==> src/rtl/vrom_arbiter_if.sv <==
// Port bundle between the two GPU read clients, the arbiter and the image ROM.
// The arbiter side uses the slave modport; the GPU/ROM side (or a bench) uses master.
interface vrom_arbiter_if #(
  parameter int ADDR_W = 8,
  parameter int IDX_W  = 3,
  parameter int DATA_W = 3
);
  // Handshake: a client raises req with addr/index stable and holds them until it sees
  // gnt high in the same cycle; gnt is combinational and means the request is taken
  // at the next rising edge. Dropping req before gnt cancels the request. valid is a
  // one-cycle pulse qualifying data; there is no back-pressure on the return path.
  logic              f2_req;
  logic [ADDR_W-1:0] f2_addr;
  logic [IDX_W-1:0]  f2_index;
  logic              f2_gnt;
  logic              f2_valid;
  logic [DATA_W-1:0] f2_data;

  logic              f3_req;
  logic [ADDR_W-1:0] f3_addr;
  logic              f3_gnt;
  logic              f3_valid;
  logic [DATA_W-1:0] f3_data;

  logic              rom_en;
  logic [ADDR_W-1:0] rom_addr;
  logic [IDX_W-1:0]  rom_index;
  logic [DATA_W-1:0] rom_data;

  modport slave (
    input  f2_req, f2_addr, f2_index, f3_req, f3_addr, rom_data,
    output f2_gnt, f2_valid, f2_data, f3_gnt, f3_valid, f3_data,
    output rom_en, rom_addr, rom_index
  );

  modport master (
    output f2_req, f2_addr, f2_index, f3_req, f3_addr, rom_data,
    input  f2_gnt, f2_valid, f2_data, f3_gnt, f3_valid, f3_data,
    input  rom_en, rom_addr, rom_index
  );
endinterface

==> src/rtl/vrom_arbiter.sv <==
// Two-client arbiter for the shared image ROM: foreground priority with a bounded
// starvation streak for the background client, round-robin when neither is foreground.
module vrom_arbiter #(
  parameter int               ADDR_W     = 8,
  parameter int               IDX_W      = 3,
  parameter int               DATA_W     = 3,
  parameter int               ROM_LAT    = 1,
  parameter int               MAX_STREAK = 4,
  parameter logic [IDX_W-1:0] F3_INDEX   = '0
) (
  input  logic        sysclk,
  input  logic        rst_n,
  input  logic [1:0]  func_index,
  vrom_arbiter_if.slave bus,
  output logic [3:0]  dbg_streak,
  output logic        dbg_last_winner
);

  typedef enum logic {OWN_F2 = 1'b0, OWN_F3 = 1'b1} owner_e;

  localparam logic [3:0] MAX_S = 4'(MAX_STREAK);

  logic [3:0]   streak_q;
  logic [3:0]   streak_nxt;
  logic [3:0]   eff_streak;
  logic [1:0]   func_q;
  owner_e       last_winner;
  owner_e       rom_owner;
  logic         win2;
  logic         win3;
  logic         fg2;
  logic         fg3;
  logic         bg_req;
  logic         bg_gnt;
  logic         fg_gnt;

  logic [ROM_LAT-1:0] tag_v;
  owner_e             tag_o [ROM_LAT];

  // A function switch restarts the streak for the grant decided in the switch cycle.
  always_comb begin
    fg2        = (func_index == 2'd1);
    fg3        = (func_index == 2'd2);
    eff_streak = (func_index != func_q) ? 4'd0 : streak_q;
    win2       = 1'b0;
    win3       = 1'b0;
    if (rst_n) begin
      if (bus.f2_req && bus.f3_req) begin
        if (fg2) begin
          if (eff_streak < MAX_S) win2 = 1'b1;
          else                    win3 = 1'b1;
        end else if (fg3) begin
          if (eff_streak < MAX_S) win3 = 1'b1;
          else                    win2 = 1'b1;
        end else if (last_winner == OWN_F3) begin
          win2 = 1'b1;
        end else begin
          win3 = 1'b1;
        end
      end else begin
        win2 = bus.f2_req;
        win3 = bus.f3_req;
      end
    end
  end

  always_comb begin
    bg_req     = fg2 ? bus.f3_req : (fg3 ? bus.f2_req : 1'b0);
    bg_gnt     = fg2 ? win3 : (fg3 ? win2 : 1'b0);
    fg_gnt     = fg2 ? win2 : (fg3 ? win3 : 1'b0);
    streak_nxt = 4'd0;
    if (bg_req && !bg_gnt) begin
      if (fg_gnt) streak_nxt = (eff_streak < MAX_S) ? eff_streak + 4'd1 : MAX_S;
      else        streak_nxt = eff_streak;
    end
  end

  assign bus.f2_gnt      = win2;
  assign bus.f3_gnt      = win3;
  assign dbg_streak      = streak_q;
  assign dbg_last_winner = last_winner;

  always_ff @(posedge sysclk) begin
    if (!rst_n) begin
      streak_q      <= 4'd0;
      func_q        <= 2'd0;
      last_winner   <= OWN_F3;
      rom_owner     <= OWN_F2;
      bus.rom_en    <= 1'b0;
      bus.rom_addr  <= '0;
      bus.rom_index <= '0;
      bus.f2_valid  <= 1'b0;
      bus.f2_data   <= '0;
      bus.f3_valid  <= 1'b0;
      bus.f3_data   <= '0;
      tag_v         <= '0;
      for (int i = 0; i < ROM_LAT; i++) tag_o[i] <= OWN_F2;
    end else begin
      streak_q   <= streak_nxt;
      func_q     <= func_index;
      bus.rom_en <= win2 | win3;
      if (win2) begin
        last_winner   <= OWN_F2;
        rom_owner     <= OWN_F2;
        bus.rom_addr  <= bus.f2_addr;
        bus.rom_index <= bus.f2_index;
      end else if (win3) begin
        last_winner   <= OWN_F3;
        rom_owner     <= OWN_F3;
        bus.rom_addr  <= bus.f3_addr;
        bus.rom_index <= F3_INDEX;
      end

      // Owner tag trails rom_en so it emerges in the cycle rom_data is valid.
      tag_v[0] <= bus.rom_en;
      tag_o[0] <= rom_owner;
      for (int i = 1; i < ROM_LAT; i++) begin
        tag_v[i] <= tag_v[i-1];
        tag_o[i] <= tag_o[i-1];
      end

      bus.f2_valid <= 1'b0;
      bus.f3_valid <= 1'b0;
      if (tag_v[ROM_LAT-1]) begin
        if (tag_o[ROM_LAT-1] == OWN_F3) begin
          bus.f3_valid <= 1'b1;
          bus.f3_data  <= bus.rom_data;
        end else begin
          bus.f2_valid <= 1'b1;
          bus.f2_data  <= bus.rom_data;
        end
      end
    end
  end

endmodule

==> src/flat_wrapper.sv <==
// flat-port wrapper written by rule: the top's interface ports become plain ports
module vrom_arbiter_flat 
#(
  parameter int               ADDR_W     = 8,
  parameter int               IDX_W      = 3,
  parameter int               DATA_W     = 3,
  parameter int               ROM_LAT    = 1,
  parameter int               MAX_STREAK = 4,
  parameter logic [IDX_W-1:0] F3_INDEX   = '0
)
  (sysclk, rst_n, func_index, dbg_streak, dbg_last_winner, bus_f2_req, bus_f2_addr, bus_f2_index, bus_f3_req, bus_f3_addr, bus_rom_data, bus_f2_gnt, bus_f2_valid, bus_f2_data, bus_f3_gnt, bus_f3_valid, bus_f3_data, bus_rom_en, bus_rom_addr, bus_rom_index);
  vrom_arbiter_if #(.ADDR_W(ADDR_W), .IDX_W(IDX_W), .DATA_W(DATA_W)) bus_i ();
  input  logic sysclk;
  input  logic rst_n;
  input  logic [1:0] func_index;
  output logic [3:0] dbg_streak;
  output logic dbg_last_winner;
  input wire logic [$bits(bus_i.f2_req)-1:0] bus_f2_req;
  input wire logic [$bits(bus_i.f2_addr)-1:0] bus_f2_addr;
  input wire logic [$bits(bus_i.f2_index)-1:0] bus_f2_index;
  input wire logic [$bits(bus_i.f3_req)-1:0] bus_f3_req;
  input wire logic [$bits(bus_i.f3_addr)-1:0] bus_f3_addr;
  input wire logic [$bits(bus_i.rom_data)-1:0] bus_rom_data;
  output wire logic [$bits(bus_i.f2_gnt)-1:0] bus_f2_gnt;
  output wire logic [$bits(bus_i.f2_valid)-1:0] bus_f2_valid;
  output wire logic [$bits(bus_i.f2_data)-1:0] bus_f2_data;
  output wire logic [$bits(bus_i.f3_gnt)-1:0] bus_f3_gnt;
  output wire logic [$bits(bus_i.f3_valid)-1:0] bus_f3_valid;
  output wire logic [$bits(bus_i.f3_data)-1:0] bus_f3_data;
  output wire logic [$bits(bus_i.rom_en)-1:0] bus_rom_en;
  output wire logic [$bits(bus_i.rom_addr)-1:0] bus_rom_addr;
  output wire logic [$bits(bus_i.rom_index)-1:0] bus_rom_index;
  assign bus_i.f2_req = bus_f2_req;
  assign bus_i.f2_addr = bus_f2_addr;
  assign bus_i.f2_index = bus_f2_index;
  assign bus_i.f3_req = bus_f3_req;
  assign bus_i.f3_addr = bus_f3_addr;
  assign bus_i.rom_data = bus_rom_data;
  assign bus_f2_gnt = bus_i.f2_gnt;
  assign bus_f2_valid = bus_i.f2_valid;
  assign bus_f2_data = bus_i.f2_data;
  assign bus_f3_gnt = bus_i.f3_gnt;
  assign bus_f3_valid = bus_i.f3_valid;
  assign bus_f3_data = bus_i.f3_data;
  assign bus_rom_en = bus_i.rom_en;
  assign bus_rom_addr = bus_i.rom_addr;
  assign bus_rom_index = bus_i.rom_index;
  vrom_arbiter #(.ADDR_W(ADDR_W), .IDX_W(IDX_W), .DATA_W(DATA_W), .ROM_LAT(ROM_LAT), .MAX_STREAK(MAX_STREAK), .F3_INDEX(F3_INDEX)) u_core (.sysclk(sysclk), .rst_n(rst_n), .func_index(func_index), .bus(bus_i), .dbg_streak(dbg_streak), .dbg_last_winner(dbg_last_winner));
endmodule
==> config.mk <==
export PLATFORM = sky130hd
export DESIGN_NAME = vrom_arbiter_flat
export DESIGN_NICKNAME = d
export VERILOG_FILES = /design/src/rtl/vrom_arbiter_if.sv /design/src/rtl/vrom_arbiter.sv /design/src/flat_wrapper.sv
export SDC_FILE = /design/constraint.sdc
export NUM_CORES = 1
export LEC_CHECK = 0
export ABC_CLOCK_PERIOD_IN_PS = 1970
export CORE_ASPECT_RATIO = 0.7
export CORE_MARGIN = 3
export CORE_UTILIZATION = 30
export DETAILED_ROUTE_END_ITERATION = 6
export PLACE_DENSITY = 0.6
export SYNTH_ARGS = -nofsm -noshare
export SYNTH_HDL_FRONTEND = slang
export SYNTH_SLANG_ARGS = --single-unit
==> constraint.sdc <==
create_clock -name sysclk -period 1.97 [get_ports sysclk]
set_clock_uncertainty 0.2 [all_clocks]
set_input_delay 0.2955 -clock sysclk [delete_from_list [all_inputs] [get_ports sysclk]]
set_output_delay 0.2955 -clock sysclk [all_outputs]
set_load 0.005 [all_outputs]
### Word level (Yosys, flattened, before mapping)

Memories as Yosys holds them, arrays and structs flattened.
Index checks and enable logic that the tools add are counted.

* $add $sub $neg: 1
* $lt $le $gt $ge: 1
* equal/unequal tests: 3
* muxes and demuxes: 33
* bitwise operators: 3
* reduce and logical (&&, ||, !) cells: 10

Operators by type and width (number)
* 1-bit two-way mux: 26
* 8-bit two-way mux: 2
* 4-bit two-way mux: 3
* 2-bit AND reduction: 4
* 3-bit two-way mux: 2
* 4-bit by 1-bit adder with 4-bit output (second input constant): 1
* 4-bit by 3-bit less-than comparator with 1-bit output (second input constant): 1
* 2-bit by 1-bit equality test with 1-bit output (second input constant): 1
* 2-bit equality test (second input constant): 1
* 1-bit logical AND: 2
* 2-bit inequality test: 1
* 1-bit NOT: 2
* 2-bit nonzero test: 1
* 2-bit OR reduction: 1
* 1-bit logical NOT: 1
* 1-bit bitwise OR: 1
* 1-bit OR reduction: 1

* flip-flop bits (word level): 29
* RAM bits: 1
* output and inout bits: 27
* memories kept: 1

Memory list
* u_core.tag_o: depth 1, width 1, read ports 1, clocked after Yosys merged registers in 0, wr ports 1, RTL line vrom_arbiter.sv:38 `owner_e tag_o [ROM_LAT];`

### Depth between registers and ports, before layout

Gate-level depths: netlist of the first run.

* depth in word-level cells: 13
* mapped depth: 6

### Worst setup path after synthesis of the first run

OpenSTA, ideal clock, no wires.

* path type: register to register
* start: reg u_core.streak_q[3], in the netlist u_core.dbg_streak[3]
* end: reg u_core.bus.rom_addr[0]
* setup time: 0.122 ns
* data arrival time: 1.548 ns
* slack: 0.101 ns
* stages on the path, launching flop included: 6
* cell sequence: dfxtp_1 > or2_4 > a32o_2 > buf_6 > o211a_4 > a221o_1

* longest elaborated chain between the ends: 8
* elaborated cells on any way between the ends: 14
* those cells by class: order compare: 1; mux: 12; reduce/logical: 1

Ends and longest elaborated chain
* from (decl): RTL line vrom_arbiter.sv:23 `logic [3:0] streak_q;`
* from (signal assigned): RTL line vrom_arbiter.sv:99 `streak_q <= streak_nxt;`
* 4-bit two-way mux *: RTL line vrom_arbiter.sv:44 `eff_streak = (func_index != func_q) ? 4'd0 : streak_q;`
* 4-bit by 3-bit less-than comparator with 1-bit output *: RTL line vrom_arbiter.sv:50, vrom_arbiter.sv:53
* 1-bit two-way mux: RTL line vrom_arbiter.sv:53 `if (eff_streak < MAX_S) win3 = 1'b1;`
* 1-bit two-way mux: RTL line vrom_arbiter.sv:52 `end else if (fg3) begin`
* 1-bit two-way mux *: RTL line vrom_arbiter.sv:49 `if (fg2) begin`
* 1-bit two-way mux *: RTL line vrom_arbiter.sv:48 `if (bus.f2_req && bus.f3_req) begin`
* 1-bit two-way mux *: RTL line vrom_arbiter.sv:47 `if (rst_n) begin`
* named net bus_f3_gnt: RTL line flat_wrapper.sv:27 `output wire logic [$bits(bus_i.f3_gnt)-1:0] bus_f3_gnt;`
* 2-bit nonzero test (no line) *
* to (signal assigned): RTL line vrom_arbiter.sv:105 `bus.rom_addr <= bus.f2_addr;`
* to (signal assigned): RTL line vrom_arbiter.sv:110 `bus.rom_addr <= bus.f3_addr;`
* to (decl): RTL line vrom_arbiter_if.sv:33 `output rom_en, rom_addr, rom_index`

The timed path passes the listed nets; every way through them passes the cells marked *.
A chain may end at the register's enable or synchronous reset.

### Worst setup path in the final report of the first run

* start: reg u_core.streak_q[2], in the netlist u_core.dbg_streak[2]
* end: out bus_f3_gnt

* longest elaborated chain between the ends: 7
* elaborated cells on any way between the ends: 8
* those cells by class: order compare: 1; mux: 7

Ends and longest elaborated chain (RTL line)
* 4-bit two-way mux *: vrom_arbiter.sv:44
* 4-bit by 3-bit less-than comparator with 1-bit output *: vrom_arbiter.sv:50, vrom_arbiter.sv:53
* 1-bit two-way mux: vrom_arbiter.sv:53
* 1-bit two-way mux: vrom_arbiter.sv:52
* 1-bit two-way mux *: vrom_arbiter.sv:49
* 1-bit two-way mux *: vrom_arbiter.sv:48
* 1-bit two-way mux *: vrom_arbiter.sv:47
* to (decl): flat_wrapper.sv:27

Every way passes the cells marked *; elsewhere a longest branch is shown, timed or not.

==> results of run 1 <==
==> layout make-up <==
| type | count | area, um^2 |
|---|---|---|
| fillers | 382 | 1840 |
| flip-flops and latches | 30 | 604 |
| repair buffers | 88 | 798 |
| multi-input cells | 94 | 712 |
| inverters | 8 | 30.0 |
| clock buffers | 7 | 86.3 |
| well taps | 52 | 65.1 |
| clock inverters | 1 | 5.00 |
==> synth_stat cells (5+ instances only) <==
| master | n |
|---|---|
| nand3_1 | 10 |
| nand2_1 | 10 |
| nor2b_1 | 6 |
| and2_1 | 8 |
| inv_1 | 7 |
| o2111ai_1 | 7 |
| a21boi_0 | 7 |
| dfxtp_1 | 30 |
| clkbuf_1 | 5 |
| o211ai_1 | 6 |
==> sequential cells by signal, indices dropped and copies added, names as in the netlist <==
| signal | flops |
|---|---|
| u_core.dbg_streak | 4 |
| u_core.rom_owner | 1 |
| u_core.bus.rom_en | 1 |
| u_core.dbg_last_winner | 1 |
| u_core.bus.f2_valid | 1 |
| u_core.bus.f3_data | 3 |
| u_core.tag_v | 1 |
| u_core.func_q | 2 |
| u_core.bus.rom_index | 3 |
| u_core.bus.rom_addr | 8 |
| u_core.bus.f2_data | 3 |
| u_core.bus.f3_valid | 1 |
| u_core.tag_o | 1 |
==> power by group through the flow <==
stage,sequential (mW),combinational [mW],clock (mW)
4_1_cts,0.673,0.321,0.520
5_1_grt,0.678,0.355,0.546
3_5_place_dp,0.685,0.314,0
3_3_place_gp,0.684,0.310,0
6_report,0.674,0.325,0.502
2_1_floorplan,0.685,0.113,0
==> worst max-delay path, cell delays in order (launching register included) <==
cell and delay, ns:
dfxtp_2 0.32, or2_4 0.24, a32o_2 0.27, o211a_4 0.24, buf_6 0.11
==> metrics by stage <==
step | setup TNS (ns) | area [um^2] | utilization (%) | setup WS (ns)
finish | 0 | 2300 | 55.6 | 0.0229
global route | -0.0275 | 2300 | 55.6 | -0.0148
CTS | -0.0271 | 2260 | 54.7 | -0.0141
detailed placement | -4.08 | 2130 | 51.5 | -0.618
global placement | -3.73 | 2130 | 51.5 | -0.616
floorplan | 0 | 1360 | - | 0.101
==> logic make-up after synthesis <==
logic type / after synthesis
buf+inv: 14
flops: 30
simple gates: 46
xor+xnor: 2
compound gates: 41
fa+ha+maj: 1
other cells: 1
mux: 3
==> path summary, 6_finish.rpt <==
path | startpoint | end | slack [ns]
setup / recovery | u_core.dbg_streak[2] | bus_f3_gnt | 0.02
hold / removal | rst_n | u_core.func_q[0] | 0.25
setup reg to reg | u_core.dbg_streak[2] | u_core.bus.rom_addr[6] | 0.11
hold reg to reg | u_core.rom_owner | u_core.tag_o[0] | 0.26
==> metal layers <==
metal	up-vias	global-route usage (%)
met3	4	5.81
met5	-	0
met4	0	3.50
met2	43	21.0
li1	685	-
met1	608	19.6
==> timing repair <==
item,CTS,global route
setup buffers,5,3
pin swaps,2,2
endpoints found under the setup margin,4,3
resized for setup,14,7
==> impl_metrics.yaml, run 1 <==
status:
  outcome: "finished, final reports clean"
drt:
  drc: 0
  wl_met1_um: 1820
  wl_met3_um: 283
  vias: 1340
  post_drt_wl_per_cell_um: 13.4
  top_layer: "met4"
  drt-total-wl_um: 3760
  dr_wl_met2_um: 1630
  drt_iter0_drc: 35
  drtAntennaViolNets: 0
  first_pass_iters: 4
  via_per_inst: 4.79
finish:
  drive_gt1_share_pct: 25.4
  area_growth_pct: 69.2
  layoutNonFillerInstCount: 280
  antenna_cells: 0
  final_common_cell: "clkdlybuf4s50_1"
  final_nets: 256
  layout_common_cells: "48 x clkdlybuf4s50_1, 33 x buf_4, 27 x dfxtp_1"
synth:
  synth_nets: 167
  ys_warn_count: 0
  synth_compound_area_share_pct: 27.0
  netlist_top_cells_area: "dfxtp_1 44%, o2111ai_1 4.5%, a21boi_0 3.9%, and2_1 3.7%, nand3_1 3.7%"
  mappedNetlistArea_mm2: 0.00136
  synthCells: 138
  yosys.area.top_type: "dfxtp_1"
  ys_seq_area_share_pct: 44.2
  synth_edf_count: 0
  synth_simple_gate_area_share_pct: 19.7
  synth_top_family_by_area: "compound AO/OA/AOI/OAI gates"
  yosysTopAreaCellShare_pct: 44.2
  synth_fa_ha_area_share_pct: 0.920
  synth.distinct_cells: 39
  synth.avg_cell_area_um2: 9.86
  ys.flop_type: "dfxtp_1"
  ys_ff_latch: 30
  async_reset_ff_share_pct: 0
  synthXorXnorAreaFrac_pct: 1.29
  synthMuxAreaShare_pct: 2.21
cts:
  clock-sinks: 30
  clockBufferDepth: 2
  numCtsBuffers: 5
  clk_latency_ns: 0.27
  cts_htree_levels: 2
  clockRootBuffer: "clkbuf_8"
  cts_tree: "done"
  cts_hold_buf: 0
  path_clk_slew_ns: 0.06
sta:
  max_freq_mhz: 514
  layout_worst_path_cycle_share_pct: 98.8
  finalSetupViolations: 0
  rsz0062_at_grt: "yes"
  hold_slack_ns: 0.254
  hold_viol_final: 0
  fin_crit_ns: 1.95
  slew_viol_final: 0
pwr:
  power.switching_mw: 0.365
  internal-power_mw: 1.14
  cellPowerDensity_mw_per_mm2: 652
  p_leak_nw: 0.956
  switching_share_pct: 24.3
  ir_worst_vdd_uv: 346
  combPwrFrac_pct: 21.7
  share_seq_of_total_power_pct: 44.9
  power_mw: 1.50
  clkPwrFrac_pct: 33.4
worst_setup_path:
  cp-end-kind: "output pin"
  critPathRequiredTime_ns: 1.47
  crit_fanout: 3
  startpoint_type: "flip-flop"
  worst_ep_arrival_time_ns: 1.45
  ff2ff_path_depth: 5
  crit_type: "flip-flop to output pin"
worst_hold_path:
  hold_depth: 3
  hold_path_class: "input port to flip-flop"
placement:
  place.gp.congestion: 0.820
  port_buffers: 54
  dp_hpwl_um: 2790
  placed_cells: 264
floorplanning:
  dieArea_mm2: 0.00539
  ios: 55
  initial_core_util_pct: 32.9
  core_mm2: 0.00414
  die_x_um: 86.5
  num_rows: 19
  die_y_um: 62.3
global_routing:
  grt_pass1_wl_um: 6350
  track_usage_pct: 14.4
  grt_antenna_before_repair: 0
  grt_max_degree: 27
  grt_remaining_overflow: 0
  grt_pass1_vias: 1388
run:
  cap_violations: 0
Note: power is estimated with default switching activity, not from simulation.
==> run 2, diff against run 1 <==
--- a/config.mk
+++ b/config.mk
@@ -8,9 +8,9 @@
 export ABC_CLOCK_PERIOD_IN_PS = 1970
 export CORE_ASPECT_RATIO = 0.7
 export CORE_MARGIN = 3
-export CORE_UTILIZATION = 30
+export CORE_UTILIZATION = 35
 export DETAILED_ROUTE_END_ITERATION = 6
-export PLACE_DENSITY = 0.6
+export PLACE_DENSITY = 0.69
 export SYNTH_ARGS = -nofsm -noshare
 export SYNTH_HDL_FRONTEND = slang
 export SYNTH_SLANG_ARGS = --single-unit
==> run 2 against run 1 <==
Against the previous run:
- flip-flop and latch count stayed put
- sequential share of layout area increased by 0.59 points
- highest routed layer unchanged
- non-clock buffer count fell by 5
- hold slack got worse by 0.11 ns
- critical path depth did not move
- combinational power fell by 2%
- final cell count down 2.5%
==> impl_metrics.yaml, run 2 (synthesized netlist as in run 1, its figures left out) <==
status:
  outcome: "finished, final reports clean"
drt:
  drt_iter0_drc: 66
  drt-total-wl_um: 3680
  vias: 1346
  first_pass_iters: 4
  drc: 0
  via_per_inst: 4.93
  post_drt_wl_per_cell_um: 13.5
  drtAntennaViolNets: 0
floorplanning:
  num_rows: 18
  dieArea_mm2: 0.00468
  die_y_um: 58.2
  ios: 55
  initial_core_util_pct: 37.5
  die_x_um: 80.5
  core_mm2: 0.00363
cts:
  clockBufferDepth: 2
  numCtsBuffers: 5
  cts_tree: "done"
  clk_latency_ns: 0.28
  path_clk_slew_ns: 0.06
  clockRootBuffer: "clkbuf_8"
  clock-sinks: 30
  cts_htree_levels: 2
worst_setup_path:
  crit_fanout: 3
  startpoint_type: "flip-flop"
  critPathRequiredTime_ns: 1.47
  crit_type: "flip-flop to output pin"
  cp-end-kind: "output pin"
  worst_ep_arrival_time_ns: 1.47
pwr:
  p_leak_nw: 0.910
  cellPowerDensity_mw_per_mm2: 664
  power_mw: 1.49
  ir_worst_vdd_uv: 379
placement:
  place.gp.congestion: 0.819
  dp_hpwl_um: 2820
  port_buffers: 54
  placed_cell_area_mm2: 0.00214
  post-place-ws_ns: -0.646
sta:
  max_freq_mhz: 509
  final.setup.worst_slack_ns: 0.00495
  layout_worst_path_cycle_share_pct: 99.7
  fin_crit_ns: 1.97
  setup_tns_ns: 0
  hold_viol_final: 0
  slew_viol_final: 0
  rsz0062_at_grt: "yes"
  finalSetupViolations: 0
global_routing:
  grt_max_degree: 31
  track_usage_pct: 17.4
  grt_antenna_before_repair: 0
  grt_pass1_vias: 1390
  grt_remaining_overflow: 0
  grt_pass1_wl_um: 6220
worst_hold_path:
  hold_path_class: "input port to flip-flop"
finish:
  final_nets: 251
  final_area_mm2: 0.00225
  layout_common_cells: "49 x clkdlybuf4s50_1, 29 x buf_4, 28 x dfxtp_1"
  drive_gt1_share_pct: 23.8
  area_growth_pct: 65.1
  final_common_cell: "clkdlybuf4s50_1"
  antenna_cells: 0
  largest_register: "u_core.bus.rom_addr"
  largest_register_ffs: 8
run:
  cap_violations: 0
## run 2: cell count changes in the layout (fill, tap and decap cells not counted), sizes merged
| cell | change |
|---|---|
| dlygate4sd2 | -1 |
| buf | -5 |
| clkdlybuf4s50 | +1 |
| dlymetal6s2s | -2 |
| clkbuf | +2 |
## run 2: layout make-up
type	instances	area (um^2)
repair buffers	83	749
well taps	50	62.6
fillers	295	1380
clock buffers	7	86.3
inverters	8	30.0
clock inverters	1	5.00
multi-input cells	94	709
flip-flops and latches	30	603
## run 2: report_power, final
group,internal (mW),switching (mW)
clock,0.281,0.220
combinational,0.202,0.117
sequential,0.647,0.0253
## run 2: final timing paths
path,cells past startpoint,start,endpoint,slack [ns]
worst max-delay path,4,u_core.dbg_streak[2],bus_f3_gnt,0.005
worst min-delay path,2,func_index[0],u_core.func_q[0],0.14
worst max register to register,8,u_core.func_q[0],u_core.bus.rom_addr[0],0.09
worst min register to register,1,u_core.bus.rom_en,u_core.tag_v,0.26
## run 2: stage by stage
step                util (%)  hold WS [ns]  cells
floorplan                  -         0.217    138
global placement        58.9         0.242    263
detailed placement      58.9         0.257    263
CTS                     61.9         0.270    272
global route            61.9         0.136    273
finish                  61.9         0.144    273
## run 2: routing by layer
metal  track usage, %  vias up  part of all wire [%]
met1             23.2      626                    49
li1                 -      673                     -
met4             4.34        0                  0.52
met5                0        -                     0
met2             26.3       45                    45
met3             6.99        2                   6.0
## run 2: worst max-delay path, stage by stage (launching register included)
cell and delay, ns:
dfxtp_2 0.33, or2_4 0.24, a32o_2 0.27, o211a_4 0.24, buf_6 0.11
## run 2: what timing repair did
item                                    CTS  global route
setup buffers                             1             1
gates resized for setup                  18             4
pin swaps                                 3             1
hold buffers                              0             0
endpoints found under the hold margin     0             0
endpoints found under the setup margin    4             6
